==> config.mk <==
export PLATFORM = sky130hd
export DESIGN_NAME = pipe_stall_ctrl
export DESIGN_NICKNAME = d
export VERILOG_FILES = /design/src/rtl/pipe_stall_ctrl.sv
export SDC_FILE = /design/constraint.sdc
export NUM_CORES = 1
export LEC_CHECK = 0
export BUFFER_PORTS_ARGS = -buffer_cell sky130_fd_sc_hd__buf_2
export CORE_MARGIN = 2
export CORE_UTILIZATION = 53
export DETAILED_ROUTE_END_ITERATION = 8
export PLACE_DENSITY = 0.8
export SYNTH_ARGS = -nofsm -noshare
export SYNTH_HDL_FRONTEND = slang
export SYNTH_SLANG_ARGS = --single-unit
==> constraint.sdc <==
create_clock -name clk -period 2.45 [get_ports clk]
set_input_delay 0 -clock clk [delete_from_list [all_inputs] [get_ports clk]]
set_output_delay 0 -clock clk [all_outputs]
set_load 0.02 [all_outputs]
==> src/rtl/pipe_stall_ctrl.sv <==
// ---------------------------------------------------------------------------
// pipe_stall_ctrl
// Central stall/flush sequencer for the 5-stage pipeline.  It looks at the
// hazard flag, the instruction/data memory ready handshakes, the jump opcode
// in decode and a halt request.  It then drives the per-stage load enables,
// the ID/EX bubble, the IF/ID flush and the halt-drain handshake.  It also
// keeps two saturating performance counters and a sticky memory-timeout flag.
//
// Ports
//   clk            rising-edge clock
//   rst            asynchronous, active-low reset
//   is_hazard      data hazard between decode and EX/MEM/WB
//   opcode_step_2  opcode in decode (6'b000010 = j)
//   opcode_step_4  opcode in memory stage (6'b100011 = lw, 6'b101011 = sw)
//   imem_ready     instruction memory returns valid data this cycle
//   dmem_ready     data memory completes its access this cycle
//   halt_req       level request to stop fetch and drain the pipe
//   pc_we, if_id_we, ex_mem_we, mem_wb_we   per-stage load enables
//   if_id_flush    load NOP into IF/ID (meaningful only with if_id_we=1)
//   id_ex_bubble   load NOP into ID/EX
//   halted         drain finished, pipeline empty (registered)
//   mem_timeout    sticky: a MEMWAIT run reached MEM_TIMEOUT cycles
//   state          RUN=0, STALL=1, MEMWAIT=2, HALT=3
//   stall_cnt      cycles with pc_we=0 outside HALT (saturating)
//   flush_cnt      jump flushes issued (saturating)
// ---------------------------------------------------------------------------
module pipe_stall_ctrl #(
   parameter int CNT_W       = 16,
   parameter int MEM_TIMEOUT = 255,
   parameter int DRAIN_CYC   = 3
) (
   input  logic             clk,
   input  logic             rst,
   input  logic             is_hazard,
   input  logic [5:0]       opcode_step_2,
   input  logic [5:0]       opcode_step_4,
   input  logic             imem_ready,
   input  logic             dmem_ready,
   input  logic             halt_req,
   output logic             pc_we,
   output logic             if_id_we,
   output logic             if_id_flush,
   output logic             id_ex_bubble,
   output logic             ex_mem_we,
   output logic             mem_wb_we,
   output logic             halted,
   output logic             mem_timeout,
   output logic [1:0]       state,
   output logic [CNT_W-1:0] stall_cnt,
   output logic [CNT_W-1:0] flush_cnt
);

   localparam int WAIT_W  = (MEM_TIMEOUT < 2) ? 1 : $clog2(MEM_TIMEOUT + 1);
   localparam int DRAIN_W = (DRAIN_CYC < 2) ? 1 : $clog2(DRAIN_CYC + 1);
   localparam logic [WAIT_W-1:0]  WAIT_MAX  = WAIT_W'(MEM_TIMEOUT);
   localparam logic [DRAIN_W-1:0] DRAIN_MAX = DRAIN_W'(DRAIN_CYC);
   localparam logic [5:0] OP_J  = 6'b000010;
   localparam logic [5:0] OP_LW = 6'b100011;
   localparam logic [5:0] OP_SW = 6'b101011;

   typedef enum logic [1:0] {
      S_RUN     = 2'd0,
      S_STALL   = 2'd1,
      S_MEMWAIT = 2'd2,
      S_HALT    = 2'd3
   } state_t;

   state_t               cur_st, nxt_st;
   logic [DRAIN_W-1:0]   drain_cnt, drain_nxt;
   logic [WAIT_W-1:0]    wait_cnt, wait_nxt;
   logic                 halted_q, timeout_q;
   logic [CNT_W-1:0]     stall_q, flush_q;

   logic memop, dfreeze, ifstall, jmp, hold, flush_fire;

   function automatic logic [CNT_W-1:0] sat_inc_cnt(input logic [CNT_W-1:0] v);
      return (&v) ? v : v + 1'b1;
   endfunction

   function automatic logic [WAIT_W-1:0] sat_inc_wait(input logic [WAIT_W-1:0] v);
      return (v == WAIT_MAX) ? v : v + 1'b1;
   endfunction

   function automatic logic [DRAIN_W-1:0] sat_inc_drain(input logic [DRAIN_W-1:0] v);
      return (v == DRAIN_MAX) ? v : v + 1'b1;
   endfunction

   assign memop   = (opcode_step_4 == OP_LW) || (opcode_step_4 == OP_SW);
   assign dfreeze = memop && !dmem_ready;
   assign ifstall = !imem_ready;
   assign jmp     = (opcode_step_2 == OP_J);
   assign hold    = is_hazard || ifstall;

   // A jump flush only fires when nothing of higher priority claims the cycle.
   // Jumps are ignored while halting.
   assign flush_fire = (cur_st != S_HALT) && !dfreeze && !hold && jmp;

   // State register
   always_ff @(posedge clk or negedge rst) begin
      if (!rst) cur_st <= S_RUN;
      else      cur_st <= nxt_st;
   end

   // Next-state logic (drain counter follows the same decision tree)
   always_comb begin
      nxt_st    = cur_st;
      drain_nxt = drain_cnt;
      if (cur_st == S_HALT) begin
         // A data-memory freeze pins HALT in place, drain progress included.
         if (!dfreeze) begin
            if (!halt_req) begin
               nxt_st    = S_RUN;
               drain_nxt = '0;
            end else begin
               drain_nxt = sat_inc_drain(drain_cnt);
            end
         end
      end else if (dfreeze) begin
         nxt_st = S_MEMWAIT;
      end else if (hold) begin
         nxt_st = S_STALL;
      end else if (jmp) begin
         nxt_st = S_RUN;
      end else if (halt_req) begin
         nxt_st    = S_HALT;
         drain_nxt = '0;
      end else begin
         nxt_st = S_RUN;
      end
   end

   // The wait counter counts only while MEMWAIT persists.
   // Any exit clears it.
   assign wait_nxt = (cur_st == S_MEMWAIT && dfreeze) ? sat_inc_wait(wait_cnt) : '0;

   // Output logic
   always_comb begin
      pc_we        = 1'b1;
      if_id_we     = 1'b1;
      if_id_flush  = 1'b0;
      id_ex_bubble = 1'b0;
      ex_mem_we    = 1'b1;
      mem_wb_we    = 1'b1;
      // While reset is held the controls sit at their idle values.
      // This holds regardless of the inputs.
      if (rst) begin
         if (dfreeze) begin
            pc_we     = 1'b0;
            if_id_we  = 1'b0;
            ex_mem_we = 1'b0;
            mem_wb_we = 1'b0;
         end else if (cur_st == S_HALT) begin
            pc_we       = 1'b0;
            if_id_flush = 1'b1;
         end else if (hold) begin
            pc_we        = 1'b0;
            if_id_we     = 1'b0;
            id_ex_bubble = 1'b1;
         end else if (jmp) begin
            if_id_flush = 1'b1;
         end else if (halt_req) begin
            pc_we       = 1'b0;
            if_id_flush = 1'b1;
         end
      end
   end

   // Counters, drain handshake and sticky timeout
   always_ff @(posedge clk or negedge rst) begin
      if (!rst) begin
         drain_cnt <= '0;
         wait_cnt  <= '0;
         halted_q  <= 1'b0;
         timeout_q <= 1'b0;
         stall_q   <= '0;
         flush_q   <= '0;
      end else begin
         drain_cnt <= drain_nxt;
         wait_cnt  <= wait_nxt;
         halted_q  <= (nxt_st == S_HALT) && (drain_nxt == DRAIN_MAX);
         if (cur_st == S_MEMWAIT && dfreeze && wait_nxt == WAIT_MAX)
            timeout_q <= 1'b1;
         if (!pc_we && cur_st != S_HALT)
            stall_q <= sat_inc_cnt(stall_q);
         if (flush_fire)
            flush_q <= sat_inc_cnt(flush_q);
      end
   end

   assign state       = cur_st;
   assign halted      = halted_q;
   assign mem_timeout = timeout_q;
   assign stall_cnt   = stall_q;
   assign flush_cnt   = flush_q;

endmodule

==> results.yml <==
outcome:
  status: "finished, final reports clean"
clock_network:
  clk_path_buf_depth: 2
  cts_root_buf: "clkbuf_8"
  cts_max_level: 2
  clk_latency_ps: 300
  path_clk_slew_ps: 80
  cts.sink_count: 46
  cts_made_buffers: 5
  cts_tree: "done"
critical_path:
  cp-start-kind: "register"
  reg2reg_from: "stall_cnt[0]"
  reg2reg_slack_ps: 490
  worstPathArrival_ps: 2150
  cpPeakStageDelay_ps: 410
  reg2reg_depth: 6
  crit_required_ps: 2640
  cp_cell_sequence: "ha_1, and4_1, nand3_1, o21ai_2, nor2_2, mux2_4"
  cp.buffers_inverters: 0
  crit_path_max_fanout: 9
  rr_endpoint: "stall_cnt[1]"
  crit_family: "simple AND/OR/NAND/NOR gates"
  worst-setup-path-type: "register to register"
  cp_slowest_cell: "dfrtp_1"
  cp-end-kind: "register"
drt:
  avgViaCountPerCell: 5.70
  drc: 0
  drtAntennaViolNets: 0
  wl_per_cell_um: 14.4
  drtIter0Drc: 126
  num_vias: 2018
  firstDrtPassIters: 5
  drt-total-wl_um: 5100
yosys:
  synthArstFlopShare_pct: 100
  synthFlopType: "dfrtp_1"
  yosysSeqAreaShare_pct: 47.9
  synth_area_per_cell_um2: 10.1
  ys_seq_elements: 46
  synth_edf_count: 0
  yosysWarnings: 0
  ys_types: 49
  syn_nets: 259
  synth_cells: 238
  synth_area_um2: 2400
pwr:
  leakagePower_nw: 1.36
  peakVddDrop_mv: 0.571
  powerDensity_nw_per_um2: 674
cells_and_area:
  finalNonFillerCells: 354
  multi_input_area_um2: 1200
  antennaDiodeCount: 0
  fill_cells: 371
  mostFrequentLayoutCells: "buf_2 (58), dfrtp_1 (46), nand2_1 (21), xnor2_1 (19), nand3_1 (17)"
  layout_commonest_cell: "buf_2"
  areaGrowthSynthToFinish_pct: 19.3
  fin_nets: 322
  seqCellArea_um2: 1150
  drive_gt1_share_pct: 26.2
grt:
  grt_usage_pct: 21.2
  grt-ovfl-total: 0
  grt_pass1_wl_um: 8670
  antenna_found_initial: 0
  grt_pass1_vias: 1910
  grt_max_degree: 38
die:
  initial_utilization_pct: 55.2
  core_area_um2: 4350
  die-area_um2: 5090
  ios: 60
  die_h_um: 71.4
  die_w_um: 71.4
  rows: 24
timing:
  finalSetupTns_ps: 0
  rsz0062_at_grt: "false"
  max_freq_mhz: 509
  timing.slew.headroom_pct: 68.1
  drv_slew: 0
  worst_pin_slew_ps: 475
  setup_viol: 0
  min_period_ps: 1960
  fin_worst_skew_ps: 4.07
  hold_viol: 0
  fin_crit_sh_pct: 80.1
  hold_ws_ps: 92.5
placed_design:
  io_buffers: 58
  dp.final_hpwl_um: 3740
  place_congestion: 0.820
  dp.cells: 344
hold_path:
  hold_path_class: "primary input to register"
  min_to: "state[1]"
  holdPathStages: 5
  min-delay-start: "imem_ready"
job:
  drv_cap: 0
[layer usage]
layer / track usage, % / vias to the layer above / wire length, um
met5: 0 / - / 0
met2: 34.9 / 52 / 2500
met4: 8.81 / 0 / 86
met3: 3.09 / 7 / 208
met1: 28.2 / 975 / 2300
li1: - / 984 / -
[kinds of logic (layout without fill, tap and decap cells)]
| group | after synthesis | in the layout | share of synthesized area [%] |
|---|---|---|---|
| flops | 46 | 46 | 47.9 |
| simple gates | 112 | 112 | 25.1 |
| compound gates | 30 | 30 | 9.83 |
| fa+ha+maj | 3 | 3 | 1.56 |
| mux | 4 | 4 | 1.98 |
| buf+inv | 12 | 76 | 2.34 |
| xor+xnor | 31 | 31 | 11.3 |
[cells in the mapped netlist, types with 2 or more instances]
cell type | instances | area share, %
and4_1 | 4 | 1.5
mux2_2 | 2 | 0.94
nor2_1 | 15 | 2.3
or3_1 | 2 | 0.52
nand3_1 | 17 | 3.5
xnor2_1 | 19 | 6.9
o21ai_0 | 9 | 1.9
nor3_1 | 11 | 2.3
inv_1 | 7 | 1.1
nand4_1 | 13 | 3.4
and3_1 | 9 | 2.3
a31oi_1 | 2 | 0.52
nand2b_1 | 3 | 0.78
ha_1 | 3 | 1.6
nor4_1 | 4 | 1.0
and2_1 | 4 | 1.0
clkbuf_1 | 3 | 0.47
xor2_1 | 12 | 4.4
a21oi_1 | 4 | 0.83
nand2_1 | 21 | 3.3
dfrtp_1 | 46 | 48
[report_power, final]
| group | leakage, nW | switching, mW | internal [mW] | total (mW) |
|---|---|---|---|---|
| registers | 0.609 | 0.116 | 0.845 | 0.961 |
| logic | 0.696 | 0.261 | 0.169 | 0.429 |
| clock network | 0.0575 | 0.256 | 0.285 | 0.541 |
| total | 1.36 | 0.633 | 1.30 | 1.93 |
[how the worst max path moves through the flow]
stage | from | to | slack (ps) | depth (start not counted)
after floorplan | stall_cnt[0] | stall_cnt[1] | 560 | 6
after global placement | stall_cnt[0] | stall_cnt[1] | 580 | 6
after detailed placement | stall_cnt[0] | stall_cnt[1] | 500 | 6
after CTS | stall_cnt[0] | stall_cnt[1] | 490 | 6
after global routing | rst | id_ex_bubble | 330 | 6
final | stall_cnt[0] | stall_cnt[1] | 490 | 6
[worst min-delay path: cells and delay by family]
family                 cells  cell delay [ps]
AO/OA/AOI/OAI              1               70
buffers and inverters      1              100
AND/OR/NAND/NOR            3              190
[registers in the layout (all words and copies together) (netlist names)]
signal and cells:
wait_cnt 8, flush_cnt 16, stall_cnt 16, mem_timeout 1, drain_cnt 2, state 2
halted 1
[through the flow]
stage / cell area [um2] / util (%) / total power, mW / setup WS [ps]
2_1_floorplan: 2400 / - / 1.23 / 556
6_report: 2870 / 65.9 / 1.93 / 487
5_1_grt: 2870 / 65.9 / 2.03 / 331
3_3_place_gp: 2740 / 62.9 / 1.38 / 579
4_1_cts: 2870 / 65.9 / 1.94 / 492
3_5_place_dp: 2740 / 62.9 / 1.40 / 500
[final cells by class]
cell class	count	share of cell area, %
clock buffers	8	3.84
inverters	7	0.916
multi-input cells	180	41.8
flip-flops and latches	46	40.1
well taps	52	2.27
repair buffers	61	11.1
[repair_timing]
| action | CTS | global route |
|---|---|---|
| setup buffers | 0 | 0 |
| hold buffers | 2 | 0 |
| resized for setup | 0 | 0 |
| hold endpoints to repair | 14 | 0 |
Power figures use the tool's default switching activity.
